$ cat config.mk
export PLATFORM = sky130hd
export DESIGN_NAME = fetch_decode_buffer
export DESIGN_NICKNAME = d
export VERILOG_FILES = /design/src/rtl/fetch_decode_buffer_pkg.sv /design/src/rtl/fetch_decode_buffer_fifo.sv /design/src/rtl/fetch_decode_buffer.sv
export SDC_FILE = /design/constraint.sdc
export NUM_CORES = 1
export LEC_CHECK = 0
export CAP_MARGIN = 40
export CORE_ASPECT_RATIO = 1.1
export CORE_UTILIZATION = 54
export CTS_CLUSTER_DIAMETER = 50
export DETAILED_ROUTE_END_ITERATION = 8
export HOLD_SLACK_MARGIN = 0.05
export PLACE_DENSITY = 0.86
export SLEW_MARGIN = 0
export SYNTH_ARGS = -nofsm -noshare
export SYNTH_HDL_FRONTEND = slang
export SYNTH_HIERARCHICAL = 1
export SYNTH_SLANG_ARGS = --single-unit
$ cat constraint.sdc
create_clock -name clk_i -period 4.4 [get_ports clk_i]
set_input_delay 0.88 -clock clk_i [delete_from_list [all_inputs] [get_ports clk_i]]
set_output_delay 0.88 -clock clk_i [all_outputs]
set_load 0.01 [all_outputs]
$ cat src/rtl/fetch_decode_buffer_pkg.sv
// Shared fetch/decode types and the fetch buffer entry payload.
package GENERAL_DEFS;
    localparam int unsigned WORD = 32;
    typedef logic [31:0] instruction;
    typedef enum logic {
        NO_FLUSH       = 1'b0,
        FLUSH_PIPELINE = 1'b1
    } flush_pipeline_sig;
endpackage

package fetch_decode_buffer_pkg;
    import GENERAL_DEFS::*;

    typedef struct packed {
        instruction           instr;
        logic [WORD-1:0]      pc;
    } fetch_entry_t;

    // Saturating 32-bit accumulate used by the performance counters.
    function automatic logic [31:0] sat_add32(input logic [31:0] a, input logic [31:0] b);
        logic [32:0] sum;
        sum = {1'b0, a} + {1'b0, b};
        return sum[32] ? 32'hFFFF_FFFF : sum[31:0];
    endfunction
endpackage

$ cat src/rtl/fetch_decode_buffer_fifo.sv
// Circular instruction FIFO: storage, read/write pointers, occupancy count.
module fetch_buffer_fifo
    import GENERAL_DEFS::*;
    import fetch_decode_buffer_pkg::*;
#(
    parameter  int unsigned DEPTH = 2,
    localparam int unsigned PTR_W = $clog2(DEPTH),
    localparam int unsigned CNT_W = PTR_W + 1
) (
    input  logic             clk_i,
    input  logic             reset_n_i,
    input  logic             push_i,
    input  fetch_entry_t     wdata_i,
    input  logic             pop_i,
    input  logic             clear_i,
    output fetch_entry_t     rdata_o,
    output logic [CNT_W-1:0] count_o
);

    fetch_entry_t     mem [DEPTH];
    logic [PTR_W-1:0] rd_ptr;
    logic [PTR_W-1:0] wr_ptr;

    // Clear drops occupancy only; stale storage is unreachable once rd_ptr catches wr_ptr.
    always_ff @(posedge clk_i or negedge reset_n_i) begin
        if (!reset_n_i) begin
            for (int i = 0; i < int'(DEPTH); i++) mem[i] <= '0;
            rd_ptr  <= '0;
            wr_ptr  <= '0;
            count_o <= '0;
        end else if (clear_i) begin
            rd_ptr  <= wr_ptr;
            count_o <= '0;
        end else begin
            if (push_i) begin
                mem[wr_ptr] <= wdata_i;
                wr_ptr      <= wr_ptr + PTR_W'(1);
            end
            if (pop_i) rd_ptr <= rd_ptr + PTR_W'(1);
            case ({push_i, pop_i})
                2'b10:   count_o <= count_o + CNT_W'(1);
                2'b01:   count_o <= count_o - CNT_W'(1);
                default: count_o <= count_o;
            endcase
        end
    end

    assign rdata_o = mem[rd_ptr];

endmodule

$ cat src/rtl/fetch_decode_buffer.sv
// Fetch->decode instruction buffer with epoch-based stale-response filtering.
// Optional FETCH_BUF_PERF_CNT_EN adds saturating stall/drop counters.
module fetch_decode_buffer
    import GENERAL_DEFS::*;
    import fetch_decode_buffer_pkg::*;
#(
    parameter int unsigned DEPTH = 2
) (
    input  logic              clk_i,
    input  logic              reset_n_i,
    input  logic              fetch_valid_i,
    input  instruction        fetch_instr_i,
    input  logic [WORD-1:0]   fetch_pc_i,
    input  logic              fetch_epoch_i,
    output logic              fetch_ready_o,
    output logic              fetch_epoch_o,
    input  logic              stall_i,
    input  flush_pipeline_sig flush_pipeline_i,
    output logic              is_valid_o,
    output instruction        instruction_o,
    output logic [WORD-1:0]   program_counter_o
`ifdef FETCH_BUF_PERF_CNT_EN
    ,
    output logic [31:0]       perf_stall_cnt_o,
    output logic [31:0]       perf_drop_cnt_o
`endif
);

    localparam int unsigned PTR_W = $clog2(DEPTH);
    localparam int unsigned CNT_W = PTR_W + 1;

    logic             flush_c;
    logic             epoch_match_c;
    logic             push_c;
    logic             pop_c;
    logic [CNT_W-1:0] count;
    fetch_entry_t     wr_entry;
    fetch_entry_t     head;

    assign flush_c       = (flush_pipeline_i == FLUSH_PIPELINE);
    assign epoch_match_c = (fetch_epoch_i == fetch_epoch_o);

    // Ready and valid are pure functions of occupancy, so stall never reaches fetch_ready_o.
    assign fetch_ready_o = (count != CNT_W'(DEPTH));
    assign is_valid_o    = (count != '0);

    assign push_c = fetch_valid_i & fetch_ready_o & epoch_match_c & ~flush_c;
    assign pop_c  = is_valid_o & ~stall_i & ~flush_c;

    assign wr_entry.instr = fetch_instr_i;
    assign wr_entry.pc    = fetch_pc_i;

    fetch_buffer_fifo #(.DEPTH(DEPTH)) u_fifo (
        .clk_i     (clk_i),
        .reset_n_i (reset_n_i),
        .push_i    (push_c),
        .wdata_i   (wr_entry),
        .pop_i     (pop_c),
        .clear_i   (flush_c),
        .rdata_o   (head),
        .count_o   (count)
    );

    assign instruction_o     = head.instr;
    assign program_counter_o = head.pc;

    always_ff @(posedge clk_i or negedge reset_n_i) begin
        if (!reset_n_i)   fetch_epoch_o <= 1'b0;
        else if (flush_c) fetch_epoch_o <= ~fetch_epoch_o;
    end

`ifdef FETCH_BUF_PERF_CNT_EN
    logic [31:0] drop_inc_c;

    // Drops are stale responses plus whatever occupancy a flush throws away.
    assign drop_inc_c = 32'(fetch_valid_i & ~epoch_match_c) + (flush_c ? 32'(count) : 32'd0);

    always_ff @(posedge clk_i or negedge reset_n_i) begin
        if (!reset_n_i) begin
            perf_stall_cnt_o <= '0;
            perf_drop_cnt_o  <= '0;
        end else begin
            perf_stall_cnt_o <= sat_add32(perf_stall_cnt_o, 32'(is_valid_o & stall_i));
            perf_drop_cnt_o  <= sat_add32(perf_drop_cnt_o, drop_inc_c);
        end
    end
`endif

endmodule

# After elaboration in Yosys (flattened, before gate mapping)
# Index checks and enable logic that the tools add are counted.
[op_classes]
n_addsub = 4
magnitude_cmp = 3
eq_ne = 4
muxes = 10
n_bitwise = 10
n_reduce_logical = 5
[ops]
columns = ["cell", "n"]
rows = [
  ["$mux W64", 4],
  ["$bwmux W128", 1],
  ["$demux W64 S1", 1],
  ["$and A1 B1 Y1", 5],
  ["$ge A2 B2 Y1 const B", 2],
  ["$not A1 Y2", 2],
  ["$pmux W2 S2", 1],
  ["$reduce_bool A2 Y1", 2],
  ["$not A1 Y1", 3],
  ["$reduce_bool A3 Y1", 1],
  ["$add A1 B1 Y1 const B", 2],
  ["$add A2 B1 Y2 const B", 1],
  ["$eq A2 B1 Y1 const B", 1],
  ["$eq A2 B2 Y1 const B", 1],
  ["$lt A2 B1 Y1 const B", 1],
  ["$mux W1", 2],
  ["$mux W2", 1],
  ["$ne A2 B2 Y1 const B", 1],
  ["$reduce_and A2 Y1", 1],
  ["$sub A2 B1 Y2 const B", 1],
  ["$eq A1 B1 Y1", 1],
  ["$logic_and A1 B1 Y1", 1],
]
[word_totals]
register_bits = 133
inputBits = 70
out_inout_bits = 67
word_cells = 44

# Logic depth before layout (Yosys ltp)
# Gate-level depths: netlist of run 1.
[logic_depth]
depth_word = 7
depth_mapped = 6
ltp_nobuf = 5

# Cells and area by module
# The synthesis of run 1 kept the hierarchy.
[modules_own_cells]
columns = ["module", "n_inst", "cells_per_inst", "area_each_um2", "seq_area_each_um2"]
rows = [
  ["fetch_buffer_fifo", 1, 360, 5751.8, 3303.2],
  ["fetch_decode_buffer", 1, 7, 72.6, 25.0],
]

# Worst setup path before layout of run 1
# Ideal clock, no wire load.
[synth_timing]
path_kind = "input-to-reg"
startpoint = "input port fetch_epoch_i"
endpoint = "register u_fifo/mem[100] in the netlist's numbering"
setup_ps = 125
arrival_ps = 2117
setup_slack_ps = 2158
stages = 6
n_path_buf = 1
path_cell_list = "xnor2_1 and4b_1 nand2b_1 nor2_4 buf_4 mux2_2"
[synth_via]
elab_chain_len = 4
[synth_rtl]
columns = ["item", "line", "rtl"]
rows = [
  ["start, declared", "fetch_decode_buffer.sv:14", "input logic fetch_epoch_i,"],
  ["$eq A1 B1 Y1", "fetch_decode_buffer.sv:41", "assign epoch_match_c = (fetch_epoch_i == fetch_epoch_o);"],
  ["$and A1 B1 Y1 (2 in a row)", "fetch_decode_buffer.sv:47", "assign push_c = fetch_valid_i & fetch_ready_o & epoch_match_c & ~flush_c;"],
  ["named net push_c", "fetch_decode_buffer.sv:34", "logic push_c;"],
  ["$reduce_and A2 Y1 (no source line)", "--", ""],
  ["end signal, assigned by index", "fetch_decode_buffer_fifo.sv:36", "mem[wr_ptr] <= wdata_i;"],
  ["end, declared", "fetch_decode_buffer_fifo.sv:20", "fetch_entry_t mem [DEPTH];"],
]
# The timed path passes the listed nets, and every way through them passes these cells.
# A chain may end at the register's enable or synchronous reset.

# Worst setup path in the final report of run 1
[layout_timing]
startpoint = "register u_fifo.rd_ptr"
endpoint = "output port program_counter_o[31]"
[layout_via]
elab_chain_len = 4
[layout_rtl]
columns = ["item", "line", "rtl"]
rows = [
  ["start, declared", "fetch_decode_buffer_fifo.sv:21", "logic [PTR_W-1:0] rd_ptr;"],
  ["start signal, assigned", "fetch_decode_buffer_fifo.sv:32", "rd_ptr <= wr_ptr;"],
  ["start signal, assigned", "fetch_decode_buffer_fifo.sv:39", "if (pop_i) rd_ptr <= rd_ptr + PTR_W'(1);"],
  ["$not A1 Y2 (implied by the code)", "fetch_decode_buffer_fifo.sv:48", "assign rdata_o = mem[rd_ptr];"],
  ["$mux W64 (implied by the code) (3 in a row)", "fetch_decode_buffer_fifo.sv:48", ""],
  ["end, declared", "fetch_decode_buffer.sv:21", "output logic [WORD-1:0] program_counter_o"],
]
# Every way passes these cells. The select of a mux whose other input is x is not followed.

==> results of run 1 <==
-- cells in the mapped netlist --
library cell,instances
and3b_1,1
nand2_1,1
dfrtp_1,133
nor2_4,1
and4b_1,1
nor3b_1,3
or2_1,1
nand3b_1,1
and2_1,1
buf_2,7
nand2b_1,2
nor3_1,2
buf_4,7
xor2_1,2
nor2_1,1
buf_8,6
mux2_2,127
o21ai_0,2
xnor2_1,3
mux2_1,65
-- layer usage --
layer  part of all wire (%)  vias to the layer above  track usage (%)
met2                     51                      111             39.5
met3                    7.2                       15             8.70
li1                       -                     1605                -
met5                      0                        -                0
met4                    1.2                        0             8.31
met1                     40                     1801             27.0
-- final timing paths --
check	to	slack, ps	depth (start not counted)
setup / recovery	program_counter_o[31]	1100	3
hold / removal	u_fifo/mem[80]$_DFFE_PN0P_	440	1
setup reg to reg	u_fifo/mem[114]$_DFFE_PN0P_	2150	6
hold reg to reg	u_fifo/mem[104]$_DFFE_PN0P_	480	1
max in group asynchronous	u_fifo/rd_ptr$_DFFE_PN0P_	3300	2
min in group clk_i	u_fifo/mem[104]$_DFFE_PN0P_	480	1
-- area by class of cell --
cell class	count	area, um^2
clock buffer	21	480
clock inverter	11	173
fill	671	2500
multi-input combinational	214	2320
sequential	133	3330
tap	143	179
timing repair buffer	142	1460
-- state kept, by name, indices dropped and copies added, names as in the netlist --
signal / count
u_fifo/rd_ptr: 1
u_fifo/count_o: 2
u_fifo/wr_ptr: 1
u_fifo/mem: 128
fetch_epoch_o: 1
-- per-stage QoR --
stage	util, %	instances
6_report	76.0	664
5_1_grt	76.0	664
4_1_cts	76.0	664
3_5_place_dp	69.8	632
3_3_place_gp	69.5	631
2_1_floorplan	-	367
-- cell families (layout without fill, tap and decap cells) --
group	after synthesis	count (layout)	share of synthesized area [%]
flops	133	133	57.1
mux	192	192	37.1
buf+inv	20	174	3.05
compound gates	2	2	0.172
simple gates	15	15	1.76
xor+xnor	5	5	0.752
-- layout by cell type, fill, tap and decap left out --
cell type        instances
clkdlybuf4s50_1        135
dfrtp_1                132
mux2_2                 127
mux2_1                  65
clkbuf_16               17
clkbuf_8                 4
clkinvlp_4               4
bufinv_16                4
nor3b_1                  3
xnor2_1                  3
buf_4                    3
buf_12                   3
nand2b_1                 2
xor2_1                   2
clkinv_4                 2
nor3_1                   2
o21ai_0                  2
or2_1                    1
and4b_1                  1
clkinv_2                 1
nor2_4                   1
nand3b_1                 1
nor2_1                   1
and2_1                   1
and3b_1                  1
nand2_1                  1
buf_16                   1
dfrtp_2                  1
-- power by group through the flow --
stage	combinational [mW]	sequential, mW	clock [mW]
6_report	2.39	2.16	1.52
4_1_cts	2.42	2.16	1.55
3_5_place_dp	2.39	2.17	0
2_1_floorplan	1.35	2.02	0
5_1_grt	2.54	2.24	1.60
3_3_place_gp	2.33	2.12	0
==> reports/results.txt, run 1 <==
outcome -> complete, no violations
worst min-delay path category -> input pin to asynchronous set/reset pin
Comb pwr share -> 39.3%
placed cell areas -> 7290 um^2
H-tree levels -> 4
Final Wtd Congestion -> 0.740
CTS max path bufs -> 2
# nets final -> 578
pre-CTS WS -> 1140 ps
fmax -> 303 MHz
Die Y -> 111 um
vias in the first global route -> 4026
Sw Share -> 28.0%
Crit Reg-Reg Startpoint -> fetch_epoch_o$_DFFE_PN0P_
synthesized area per cell -> 15.9 um^2
routed wire length per instance -> 17.9 um
remaining antenna violation count after routing -> 0
worst-margin pin slew -> 663 ps
core area -> 10400 um^2
CP startpoint -> u_fifo/rd_ptr$_DFFE_PN0P_
Die W -> 101 um
Synth area leaders -> dfrtp_1 (57%), mux2_2 (25%), mux2_1 (13%)
final worst path period share -> 75.1%
sequential share of power -> 35.6%
Power Internal -> 4.37 mW
share of cells above drive strength 1 -> 32.2%
sequential share of the synthesized area -> 57.1%
Setup WS post-layout -> 1100 ps
Hold Worst Slack -> 439 ps
vias per cell -> 5.32
CP cell instances -> buf_12, mux2_2, clkdlybuf4s50_1
Max-cap violations -> 0
Buf/Inv on CP -> 2
Initial Util -> 55.8%
Setup Crit Path Kind -> register to output pin
post-synthesis cell area -> 5820 um^2
hold buffer count at cts -> 0
RSZ-0062 raised after global routing -> false
initial DRC count -> 111
post-synth top area share -> 57.1%
clk sinks -> 133
Period minus WS final -> 3300 ps
Slew Viols, Final -> 0
setup bufs post-CTS -> 0
antenna violations before repair -> 0
Slew headroom -> 55.8%
worst vdd ir -> 0.000433 V
Net Count, Synth -> 437
I/O Buffers -> 136
Final Skew -> 12.1 ps
first-pass GRT wire length -> 19700 um
root buffer cell -> clkbuf_16
NetSw -> 1.70 mW
CTS tree -> built
Clock Latency Late Sink -> 410 ps
Area Growth Syn to Fin -> 36.3%
diode count -> 0
Setup TNS -> 0 ps
Setup crit start kind -> register
worst-path maximum fanout -> 40
Worst EP required -> 3520 ps
Mapped Cells -> 367
die area -> 11200 um^2
# setup viols final -> 0
clock share of power -> 25.1%
Resize count post-CTS -> 0
Site Rows -> 39
synth unique cells -> 20
CP top delay family -> buffers and inverters
CP endpoint kind -> output pin
Seq cells post-synth -> 133
WP data arrival -> 2420 ps
area leader, netlist -> dfrtp_1
warnings from Yosys -> 6
clk slew on worst S/H paths -> 60 ps
final WL -> 11900 um
DRC violation count after routing -> 0
Crit path largest cell delay -> 790 ps
Total Power -> 6.07 mW
Pwr Density -> 764 nW/um^2
gr usage total -> 23.4%
io pins -> 137
DR vias -> 3532
Leakage -> 3.42 nW
total congestion overflow -> 0
drt pass-1 iters -> 4
HPWL Detailed -> 7700 um
fin area -> 7940 um^2
Final Hold Fails -> 0
largest net degree at the start of global routing -> 54
total CTS buffers -> 17
slowest cell on the critical path -> dfrtp_2
Power figures use the tool's default switching activity.
==> inputs of run 2 (changes only) <==
- CORE_UTILIZATION: 54 -> 45
- PLACE_DENSITY: 0.86 -> 0.76
- clock period: 4.4 -> 2.8 ns (I/O delays scaled with it)
==> run 2 against run 1 <==
- sequential share of layout area fell by 0.22 points
- total power grew 56%
- cell area increased by 0.52%
- non-clock buffer count rose by 3
- clock skew shrank 3.8 ps
- hold slack worse by 350 ps
- first-iteration DRC count down 22%
- sequential power rose by 54%
==> reports/results.txt, run 2 (synthesis gave the netlist of run 1 again) <==
outcome -> complete, no violations
slowest cell on the critical path -> dfrtp_2
Resize count post-CTS -> 0
Clock Latency Late Sink -> 410 ps
Largest regs -> u_fifo/mem: 128 flops, u_fifo/count_o: 2 flops
Site Rows -> 43
first-pass GRT wire length -> 19200 um
core area -> 12600 um^2
CP cell instances -> buf_12, mux2_2, clkdlybuf4s50_1
fin util -> 63.4%
Final Skew -> 8.35 ps
non-filler instance count after layout -> 680
Sw Share -> 27.4%
worst reg2reg path depth -> 6
share of cells above drive strength 1 -> 32.1%
largest net degree at the start of global routing -> 71
vias per cell -> 5.12
clock share of power -> 24.7%
worst min-delay path category -> input pin to asynchronous set/reset pin
setup bufs post-CTS -> 0
Buf/Inv on CP -> 2
worst vdd ir -> 0.000649 V
CTS max path bufs -> 2
Comb pwr share -> 40.0%
Final Wtd Congestion -> 0.710
Slew headroom -> 58.1%
Hold Worst Slack -> 90.9 ps
gr usage total -> 18.4%
initial DRC count -> 87
Area Growth Syn to Fin -> 37.1%
DR vias -> 3479
RSZ-0062 raised after global routing -> false
diode count -> 0
DRC violation count after routing -> 0
most flop-heavy register -> u_fifo/mem
Max-cap violations -> 0
max reg flops -> 128
NetSw -> 2.59 mW
Initial Util -> 46.3%
fmax -> 371 MHz
sequential share of power -> 35.3%
total congestion overflow -> 0
CP startpoint -> u_fifo/rd_ptr$_DFFE_PN0P_
worst-case register-to-register setup slack -> 820 ps
CP top delay family -> buffers and inverters
Setup Crit Path Kind -> register to output pin
FF-to-FF End -> u_fifo/mem[116]$_DFFE_PN0P_
# setup viols final -> 0
die area -> 13400 um^2
io pins -> 137
routed wire length per instance -> 16.8 um
worst-path maximum fanout -> 34
most frequent cells in the layout -> clkdlybuf4s50_1 (135), dfrtp_1 (132), mux2_2 (127), mux2_1 (65), clkbuf_16 (17)
Period minus WS final -> 2690 ps
placed cells -> 649
final WL -> 11500 um
placed cell areas -> 7360 um^2
Worst EP required -> 2240 ps
fin area -> 7980 um^2
Setup crit start kind -> register
Die Y -> 121 um
Slew Viols, Final -> 0
drt pass-1 iters -> 4
WP data arrival -> 2130 ps
# nets final -> 581
vias in the first global route -> 3882
Final Hold Fails -> 0
hold buffer count at cts -> 0
I/O Buffers -> 136
remaining antenna violation count after routing -> 0
antenna violations before repair -> 0
Power Internal -> 6.86 mW
root buffer cell -> clkbuf_16
Crit Reg-Reg Startpoint -> fetch_epoch_o$_DFFE_PN0P_
leading cell type in the layout, fill and taps excluded -> clkdlybuf4s50_1
Crit path largest cell delay -> 580 ps
Die W -> 110 um
clk sinks -> 133
CTS tree -> built
Setup TNS -> 0 ps
final worst path period share -> 96.2%
CP endpoint kind -> output pin
clk slew on worst S/H paths -> 60 ps
total CTS buffers -> 17
HPWL Detailed -> 7580 um
worst-margin pin slew -> 627 ps
H-tree levels -> 4
Pwr Density -> 1180 nW/um^2
Leakage -> 3.44 nW
==> run 2: layer usage <==
metal	track usage [%]	vias to the layer above	wire length, um
li1	-	1603	-
met1	23.1	1769	5120
met2	29.6	90	5640
met3	5.14	17	496
met4	8.75	0	197
met5	0	-	0
==> run 2: power groups by stage <==
stage          logic, mW  clock network (mW)  registers [mW]
3_5_place_dp        3.81                   0            3.37
5_1_grt             4.04                2.48            3.47
3_3_place_gp        3.76                   0            3.29
6_report            3.78                2.33            3.33
4_1_cts             3.84                2.38            3.35
2_1_floorplan       2.13                   0            3.18
==> run 2: cell type report <==
class                   count  area [um^2]
clock inverters             9          150
multi-input cells         214         2320
fillers                   947         4610
flip-flops and latches    133         3330
repair buffers            145         1510
well taps                 157          196
clock buffers              22          474
==> run 2: worst max path at each step <==
stage	to	depth (start not counted)
after floorplan	u_fifo/mem[100]$_DFFE_PN0P_	6
after global placement	u_fifo/mem[80]$_DFFE_PN0P_	7
after detailed placement	u_fifo/mem[110]$_DFFE_PN0P_	7
after CTS	instruction_o[3]	3
after global routing	program_counter_o[10]	3
final	instruction_o[7]	3
==> run 2: per-stage QoR <==
stage,power (mW),setup slack [ps]
global placement,7.04,282
finish,9.45,105
floorplan,5.31,878
detailed placement,7.18,197
global route,9.98,20.5
CTS,9.57,58.6
==> inputs of run 3 (changes only) <==
==> constraint.sdc (replaced) <==
create_clock -name clk_i -period 2.8 [get_ports clk_i]
set_input_delay 0.7 -clock clk_i [delete_from_list [all_inputs] [get_ports clk_i]]
set_output_delay 0.7 -clock clk_i [all_outputs]
set_load 0.01 [all_outputs]
==> run 3 against run 2 <==
- clock skew is 1.2 ps lower
- hold slack better by 200 ps
- sequential share of layout area is 0.47 points higher
- non-clock buffer count is 1 higher
- die area stayed put
- via count is 1.4% higher
- clock-buffer cell count is 3 higher
- first-iteration DRC count is 61% higher
- critical path type unchanged
- highest routed layer unchanged
==> reports/results.txt, run 3 (synthesis gave the netlist of run 1 again) <==
Die W -> 110 um
I/O Buffers -> 136
remaining antenna violation count after routing -> 0
Setup WS post-layout -> 171 ps
DRC violation count after routing -> 0
final WL -> 11800 um
routed wire length per instance -> 17.4 um
largest net degree at the start of global routing -> 49
most frequent cells in the layout -> clkdlybuf4s50_1 (135), dfrtp_1 (132), mux2_2 (127), mux2_1 (65), clkbuf_16 (17)
Total Power -> 9.11 mW
Worst EP required -> 2100 ps
RSZ-0062 raised after global routing -> false
Setup crit start kind -> register
Final Hold Fails -> 0
gr usage total -> 19.2%
most flop-heavy register -> u_fifo/mem
worst-margin pin slew -> 594 ps
CTS max path bufs -> 2
pre-CTS WS -> 103 ps
Largest regs -> u_fifo/mem: 128 flops, u_fifo/count_o: 2 flops
io pins -> 137
clk slew on worst S/H paths -> 50 ps
Final Skew -> 7.14 ps
first-pass GRT wire length -> 19900 um
worst-path maximum fanout -> 35
hold buffer count at cts -> 0
H-tree levels -> 4
Area Growth Syn to Fin -> 35.5%
Initial Util -> 46.3%
Resize count post-CTS -> 0
Max-cap violations -> 0
worst vdd ir -> 0.000661 V
Die Y -> 121 um
fin area -> 7890 um^2
Final Wtd Congestion -> 0.692
Hold Worst Slack -> 289 ps
Slew headroom -> 60.4%
CTS tree -> built
share of cells above drive strength 1 -> 31.8%
fmax -> 380 MHz
setup bufs post-CTS -> 0
root buffer cell -> clkbuf_16
Pwr Density -> 1150 nW/um^2
Setup Crit Path Kind -> register to output pin
outcome -> complete, no violations
vias in the first global route -> 3964
vias per cell -> 5.19
die area -> 13400 um^2
# nets final -> 582
leading cell type in the layout, fill and taps excluded -> clkdlybuf4s50_1
# setup viols final -> 0
Crit path largest cell delay -> 480 ps
diode count -> 0
placed cell areas -> 7370 um^2
DR vias -> 3526
total CTS buffers -> 17
Period minus WS final -> 2630 ps
WP data arrival -> 1930 ps
clk sinks -> 133
core area -> 12600 um^2
drt pass-1 iters -> 3
Clock Latency Late Sink -> 410 ps
max reg flops -> 128
Leakage -> 3.40 nW
final worst path period share -> 93.9%
initial DRC count -> 140
Setup TNS -> 0 ps
Site Rows -> 43
Slew Viols, Final -> 0
CP endpoint kind -> output pin
HPWL Detailed -> 7910 um
worst min-delay path category -> input pin to asynchronous set/reset pin
slowest cell on the critical path -> clkdlybuf4s50_1
total congestion overflow -> 0
antenna violations before repair -> 0
CP cell instances -> buf_12, mux2_2, clkdlybuf4s50_1
-- run 3: per-layer routing --
metal  up-vias  track usage [%]  part of all wire, %
met3        15             4.90                  4.0
li1       1605                -                    -
met1      1813             23.2                   43
met2        93             32.6                   51
met5         -                0                    0
met4         0             8.00                  1.6
-- run 3: worst paths after layout --
check	startpoint	endpoint	slack [ps]	cells past startpoint
setup / recovery	u_fifo/rd_ptr$_DFFE_PN0P_	program_counter_o[9]	170	3
hold / removal	reset_n_i	u_fifo/mem[55]$_DFFE_PN0P_	290	1
setup reg to reg	fetch_epoch_o$_DFFE_PN0P_	u_fifo/mem[66]$_DFFE_PN0P_	830	6
hold reg to reg	u_fifo/mem[105]$_DFFE_PN0P_	u_fifo/mem[105]$_DFFE_PN0P_	480	1
max in group asynchronous	reset_n_i	u_fifo/mem[93]$_DFFE_PN0P_	1780	2
min in group clk_i	u_fifo/mem[105]$_DFFE_PN0P_	u_fifo/mem[105]$_DFFE_PN0P_	480	1
-- run 3: area by class of cell --
class / count / area [um^2]
flip-flops and latches: 133 / 3330
repair buffers: 146 / 1520
well taps: 157 / 196
fillers: 977 / 4700
multi-input cells: 214 / 2320
clock buffers: 25 / 505
clock inverters: 4 / 22.5
-- run 3: critical path: cells and delay by family, from the launching register on --
family	cells	cell delay, ps
flip-flops	1	400
buffers and inverters	2	720
multiplexers	1	380
-- run 3: per-stage QoR --
step	utilization, %	instances
5_1_grt	62.7	679
3_3_place_gp	58.5	650
3_5_place_dp	58.5	650
4_1_cts	62.7	679
6_report	62.7	679
2_1_floorplan	-	367
-- run 3: power by group --
group	switching [mW]	internal, mW	total, mW
Clock	0.745	1.23	1.97
Combinational	1.36	2.46	3.82
Sequential	0.461	2.86	3.32
Total	2.57	6.54	9.11
